File: config.mk
export PLATFORM = sky130hd
export DESIGN_NAME = bitonic_merge_pipe
export DESIGN_NICKNAME = d
export VERILOG_FILES = /design/src/rtl/bitonic_merge_pipe.sv
export SDC_FILE = /design/constraint.sdc
export NUM_CORES = 2
export LEC_CHECK = 0
export CELL_PAD_IN_SITES_DETAIL_PLACEMENT = 1
export CELL_PAD_IN_SITES_GLOBAL_PLACEMENT = 2
export CORE_MARGIN = 4
export CORE_UTILIZATION = 35
export CTS_BUF_LIST = sky130_fd_sc_hd__clkbuf_2
export DETAILED_ROUTE_END_ITERATION = 8
export HOLD_SLACK_MARGIN = 0.06
export PLACE_DENSITY_LB_ADDON = 0.1
export SETUP_SLACK_MARGIN = 0.05
export SLEW_MARGIN = 5
export SYNTH_ARGS = -nofsm -noshare
export SYNTH_HDL_FRONTEND = slang
export SYNTH_SLANG_ARGS = --single-unit
File: constraint.sdc
create_clock -name clk -period 3.25 [get_ports clk]
set_input_delay 0.65 -clock clk [delete_from_list [all_inputs] [get_ports clk]]
set_output_delay 0.65 -clock clk [all_outputs]
set_load 0.02 [all_outputs]
File: src/rtl/bitonic_merge_pipe.sv
// bitonic_merge_pipe: pipelined runtime-direction bitonic merger with valid/ready and bubble collapsing
package muon_pkg;
  typedef struct packed {
    logic [8:0] pt;
    logic [7:0] eta;
    logic [5:0] phi;
    logic       chg;
  } muon_t;
endpackage

module bitonic_merge_pipe #(
  parameter int WIDTH     = 8,
  parameter int REG_EVERY = 1,
  parameter int TAG_W     = 8
) (
  input  logic                              clk,
  input  logic                              rst,
  input  logic                              in_valid,
  output logic                              in_ready,
  input  logic                              in_dir,
  input  logic [TAG_W-1:0]                  in_tag,
  input  muon_pkg::muon_t [0:WIDTH-1]       m,
  output logic                              out_valid,
  input  logic                              out_ready,
  output logic                              out_dir,
  output logic [TAG_W-1:0]                  out_tag,
  output muon_pkg::muon_t [0:WIDTH-1]       q
);
  localparam int NSTAGE = $clog2(WIDTH);
  typedef muon_pkg::muon_t [0:WIDTH-1] vec_t;
  if (WIDTH < 2 || (WIDTH & (WIDTH - 1)) != 0) begin : g_bad_width
    $error("WIDTH must be a power of two >= 2");
  end
  if (REG_EVERY < 1 || REG_EVERY > NSTAGE) begin : g_bad_reg_every
    $error("REG_EVERY must be in 1..log2(WIDTH)");
  end
  if (TAG_W < 1) begin : g_bad_tag_w
    $error("TAG_W must be >= 1");
  end
  vec_t             a   [0:NSTAGE];
  logic             v   [0:NSTAGE];
  logic             d   [0:NSTAGE];
  logic [TAG_W-1:0] t   [0:NSTAGE];
  logic             rdy [0:NSTAGE];
  assign a[0]        = m;
  assign v[0]        = in_valid;
  assign d[0]        = in_dir;
  assign t[0]        = in_tag;
  assign rdy[NSTAGE] = out_ready;
  assign in_ready    = rdy[0];
  assign q           = a[NSTAGE];
  assign out_valid   = v[NSTAGE];
  assign out_dir     = d[NSTAGE];
  assign out_tag     = t[NSTAGE];
  for (genvar s = 0; s < NSTAGE; s++) begin : g_stage
    localparam int H = WIDTH >> (s + 1);
    vec_t c;
    for (genvar p = 0; p < WIDTH / 2; p++) begin : g_pair
      localparam int I = (p / H) * 2 * H + p % H;
      logic sw;
      assign sw       = d[s] ? (a[s][I].pt < a[s][I+H].pt) : (a[s][I].pt > a[s][I+H].pt);
      assign c[I]     = sw ? a[s][I+H] : a[s][I];
      assign c[I+H]   = sw ? a[s][I]   : a[s][I+H];
    end
    if ((s + 1) % REG_EVERY == 0 || s == NSTAGE - 1) begin : g_reg
      vec_t             data_q, data_d;
      logic             v_q, v_d, dir_q, dir_d;
      logic [TAG_W-1:0] tag_q, tag_d;
      logic             ld;
      assign ld = rdy[s] && v[s];
      always_comb begin
        v_d    = rdy[s] ? v[s] : v_q;
        data_d = ld ? c : data_q;
        dir_d  = ld ? d[s] : dir_q;
        tag_d  = ld ? t[s] : tag_q;
      end
      always_ff @(posedge clk) begin
        if (rst) begin
          v_q    <= 1'b0;
          data_q <= '0;
          dir_q  <= 1'b0;
          tag_q  <= '0;
        end else begin
          v_q    <= v_d;
          data_q <= data_d;
          dir_q  <= dir_d;
          tag_q  <= tag_d;
        end
      end
      assign rdy[s]   = !v_q || rdy[s+1];
      assign a[s+1]   = data_q;
      assign v[s+1]   = v_q;
      assign d[s+1]   = dir_q;
      assign t[s+1]   = tag_q;
    end else begin : g_comb
      assign rdy[s]   = rdy[s+1];
      assign a[s+1]   = c;
      assign v[s+1]   = v[s];
      assign d[s+1]   = d[s];
      assign t[s+1]   = t[s];
    end
  end
endmodule

==> report_table.html <==
<table>
<tr><th>Metric</th><th>Value</th></tr>
<tr><th colspan="2">Run status</th></tr>
<tr><td>Result of the run</td><td>finished clean</td></tr>
<tr><th colspan="2">STA</th></tr>
<tr><td>Number of endpoints failing setup at the final stage</td><td>0</td></tr>
<tr><td>Minimum period implied by the final worst setup slack</td><td>~3.2 ns</td></tr>
<tr><td>Slew margin rel.</td><td>0.3062</td></tr>
<tr><td>Setup repair after global routing missed its margin</td><td>false</td></tr>
<tr><td>Largest clock skew in the final design</td><td>~0.068 ns</td></tr>
<tr><td>Slew Viols, Final</td><td>0</td></tr>
<tr><td>Worst-margin pin slew</td><td>roughly 1.0 ns</td></tr>
<tr><td>Fmax</td><td>0.3140 GHz</td></tr>
<tr><td>Final worst-path cycle share</td><td>0.9800</td></tr>
<tr><td>Final Hold Vio Count</td><td>0</td></tr>
<tr><th colspan="2">Global route</th></tr>
<tr><td>Pin count of the biggest net entering global routing</td><td>108</td></tr>
<tr><td>Vias in the first global route</td><td>roughly 35000</td></tr>
<tr><td>GRT Overall Usage</td><td>0.2864</td></tr>
<tr><td>First-pass GRT wire length</td><td>224.5 mm</td></tr>
<tr><td>GRT Residual Overflow</td><td>0</td></tr>
<tr><td>Number of antenna violations at the first check in global routing</td><td>12</td></tr>
<tr><th colspan="2">Route</th></tr>
<tr><td>Detailed-routing iteration count for the pre-antenna-repair pass</td><td>5</td></tr>
<tr><td>DRT iter0 DRCs</td><td>about 2400</td></tr>
<tr><td>DR vias</td><td>approximately 34000</td></tr>
<tr><td>Final wirelength</td><td>about 150 mm</td></tr>
<tr><td>Average wire length per cell after detail routing</td><td>around 25 um</td></tr>
<tr><td>Number of nets with antenna violations after detailed routing</td><td>0</td></tr>
<tr><td>Via-per-instance ratio</td><td>between 5 and 6</td></tr>
<tr><td>DRC Markers</td><td>0</td></tr>
<tr><th colspan="2">Clock tree</th></tr>
<tr><td>CTS tree</td><td>built</td></tr>
<tr><td>Clock root buffer</td><td>clkbuf_2</td></tr>
<tr><td>Clock transition at the registers of the reported paths</td><td>around 0.11 ns</td></tr>
<tr><td>H-tree depth</td><td>4</td></tr>
<tr><td>Count of clock tree sinks</td><td>roughly 610</td></tr>
<tr><td>Number of CTS-inserted buffers</td><td>roughly 180</td></tr>
<tr><td>Clock latency reported for the late side of the worst-skew pair</td><td>around 1.5 ns</td></tr>
<tr><td>Maximum buffer depth of the clock tree</td><td>3</td></tr>
<tr><th colspan="2">Floorplan</th></tr>
<tr><td>Placeable core region</td><td>around 0.097 mm^2</td></tr>
<tr><td>I/O pin total</td><td>between 400 and 500</td></tr>
<tr><td>Initial core utilization</td><td>0.3535</td></tr>
<tr><td>Cell row count</td><td>between 100 and 150</td></tr>
<tr><td>Die Span Y</td><td>about 320 um</td></tr>
<tr><td>Floorplan die area</td><td>~0.10 mm^2</td></tr>
<tr><td>Die extent in x</td><td>roughly 320 um</td></tr>
<tr><th colspan="2">Worst hold path</th></tr>
<tr><td>Worst hold path class</td><td>input port to register</td></tr>
<tr><th colspan="2">Power</th></tr>
<tr><td>Worst vdd ir</td><td>around 0.00033 V</td></tr>
<tr><td>Switching portion of total power</td><td>0.3829</td></tr>
<tr><td>Cell-internal power</td><td>around 13 mW</td></tr>
<tr><td>Post-layout total power</td><td>roughly 21 mW</td></tr>
<tr><td>Leakage power total</td><td>18.18 nW</td></tr>
<tr><td>Register share of total power</td><td>0.413</td></tr>
<tr><td>Switching power</td><td>between 8 and 9 mW</td></tr>
<tr><td>Relative contribution of the clock network to total power</td><td>0.284</td></tr>
<tr><td>Combinational group share of total power</td><td>0.303</td></tr>
<tr><td>Power per Cell Area</td><td>around 480 mW/mm^2</td></tr>
<tr><th colspan="2">Cells and area</th></tr>
<tr><td>Post-layout net count</td><td>5042</td></tr>
<tr><td>Fraction of layout cells with a size suffix above 1</td><td>0.1756</td></tr>
<tr><td>Final Non-Filler Cells</td><td>6146</td></tr>
<tr><td>Synth-to-Final Area Change</td><td>29.52%</td></tr>
<tr><th colspan="2">Synth</th></tr>
<tr><td>Count of warnings emitted by yosys</td><td>0</td></tr>
<tr><td>Commonest cells in the synthesized netlist</td><td>nor2_1, dfxtp_1, nor3_1</td></tr>
<tr><td>Syn Inst Count</td><td>4126</td></tr>
<tr><td>Top cells by area, synth</td><td>dfxtp_1, nor2_1, a2111oi_0</td></tr>
<tr><td>Number of distinct library cells after synthesis</td><td>between 40 and 50</td></tr>
<tr><td>FFs w/ async S/R, synth</td><td>0</td></tr>
<tr><td>Netlist area before placement</td><td>0.03423 mm^2</td></tr>
<tr><td>Most frequently used cell type in the post-synthesis netlist</td><td>nor2_1</td></tr>
<tr><td>Fraction of synthesized cell area taken by the top area cell type</td><td>0.3544</td></tr>
<tr><td>Number of register bits inferred by synthesis</td><td>around 610</td></tr>
<tr><td>Number of nets in the synthesized netlist</td><td>4439</td></tr>
<tr><td>Seq/Total Area, Yosys</td><td>0.3544</td></tr>
<tr><td>Top flip-flop cell by instance count after synthesis</td><td>dfxtp_1</td></tr>
<tr><td>Cell taking the most area after synthesis</td><td>dfxtp_1</td></tr>
<tr><td>Post-synthesis area per instance</td><td>about 8.3 um^2</td></tr>
<tr><td>Post-synth EDFFs</td><td>0</td></tr>
<tr><th colspan="2">Job</th></tr>
<tr><td>Reported max-cap violation count</td><td>0</td></tr>
<tr><th colspan="2">Setup path</th></tr>
<tr><td>Endpoint class of the critical path</td><td>register</td></tr>
<tr><td>Type of element launching the critical path</td><td>input port</td></tr>
<tr><td>Critical path class</td><td>input port to register</td></tr>
<tr><td>Data arrival time of the worst path</td><td>about 4.6 ns</td></tr>
<tr><td>Data required time of the worst path</td><td>between 4 and 5 ns</td></tr>
<tr><td>Largest fanout on the critical path</td><td>31</td></tr>
<tr><th colspan="2">Placement</th></tr>
<tr><td>Global placement routability congestion</td><td>roughly 0.87</td></tr>
<tr><td>Detail Placement HPWL</td><td>between 100 and 150 mm</td></tr>
<tr><td>PortBufs</td><td>between 400 and 500</td></tr>
<tr><td>Cell count after placement</td><td>about 5500</td></tr>
</table>
==> registers in the layout, indices dropped and copies added, names as in the netlist <==
signal,count
a,384
g_stage.g_reg.dir_q,2
g_stage.g_reg.tag_q,16
g_stage.g_reg.v_q,2
out_dir,1
out_tag,8
out_valid,1
q,192
==> kinds of logic after synthesis <==
| group | count (synthesis) | share of synthesized area |
|---|---|---|
| compound gates | 884 | 0.2239 |
| fa+ha+maj | 108 | 0.03947 |
| buf+inv | 710 | 0.1064 |
| simple gates | 1523 | 0.1855 |
| flops | 606 | 0.3544 |
| mux | 295 | 0.09038 |
==> metal layers <==
metal,GRT usage,up-vias,part of all wire
li1,-,16170,-
met1,0.4004,17020,0.47
met2,0.4572,975,0.45
met3,0.04360,186,0.051
met4,0.08403,0,0.027
met5,0,-,0
==> worst max-delay path, stage by stage <==
cell	delay, ns
dlygate4sd3_1	0.54
clkdlybuf4s50_1	0.53
inv_1	0.06
ha_1	0.36
a21oi_2	0.20
o21ai_0	0.14
a211oi_2	0.27
buf_4	0.17
mux2i_4	0.31
buf_12	0.23
nor3_1	0.06
a2111oi_0	0.44
dlygate4sd3_1	0.62
==> cell usage in the layout, fill, tap and decap left out, types with 8 or more instances in the layout <==
cell	count
nor2_1	1000
dfxtp_1	604
nor3_1	340
dlygate4sd3_1	317
a2111oi_0	280
clkbuf_2	268
buf_4	228
clkdlybuf4s50_1	203
dlygate4sd2_1	202
mux2i_1	198
a2111oi_2	137
inv_1	123
ha_1	108
o21ai_0	105
mux2_2	91
a31oi_1	88
a211oi_1	75
nand2_1	72
a21oi_1	63
a2111oi_1	63
buf_12	58
nand3_1	42
clkinv_1	30
or2_2	27
a221oi_1	18
nand4_1	16
a21o_1	14
diode_2	11
a311oi_1	8
==> final timing paths <==
| path | cells after the start | from | to | slack, ns |
|---|---|---|---|---|
| min reg2reg | 2 | g_stage[1].g_reg.tag_q[2] | out_tag[2] | 0.46 |
| max reg2reg | 9 | a[309] | q[96] | 0.23 |
| max | 13 | m[71] | a[528] | 0.06 |
| min | 4 | in_dir | g_stage[0].g_reg.dir_q | 0.28 |
==> timing repair <==
action | in CTS | in global routing
hold buffers | 317 | 0
endpoints found under the setup margin | 203 | 31
hold endpoints to repair | 435 | 0
pin swaps | 0 | 1
cloned | 0 | 1
resized for setup | 212 | 10
setup buffers | 0 | 4
==> area by class of cell <==
class                   instances  area (um^2)
clock buffers                 268         1341
repair buffers               1010         9887
diodes                         11        27.53
inverters                     123        461.7
flip-flops and latches        606        12140
multi-input cells            2810        18650
well taps                    1276         1597
fillers                     11430        52510
clock inverters                42        241.5
==> power groups by stage <==
stage / Clock (mW) / Combinational (mW) / Sequential [mW]
final: 6.06 / 6.45 / 8.81
after floorplan: 0 / 4.13 / 8.49
after global routing: 6.68 / 6.96 / 8.86
after detailed placement: 0 / 6.07 / 8.99
after CTS: 6.28 / 6.35 / 8.81
after global placement: 0 / 6.02 / 8.98
==> stage by stage <==
stage	setup TNS [ns]	hold WS (ns)	setup WS, ns	util	area, um^2
3_3_place_gp	-0.7645	0.4434	-0.07774	0.4100	39710
3_5_place_dp	-6.742	0.4510	-0.2216	0.4100	39710
6_report	0	0.2775	0.06486	0.4578	44340
4_1_cts	-0.02548	0.08276	-0.02548	0.4566	44220
5_1_grt	0	0.1921	0.05946	0.4577	44330
2_1_floorplan	0	0.4321	0.6007	-	34230
Power figures use the tool's default switching activity.
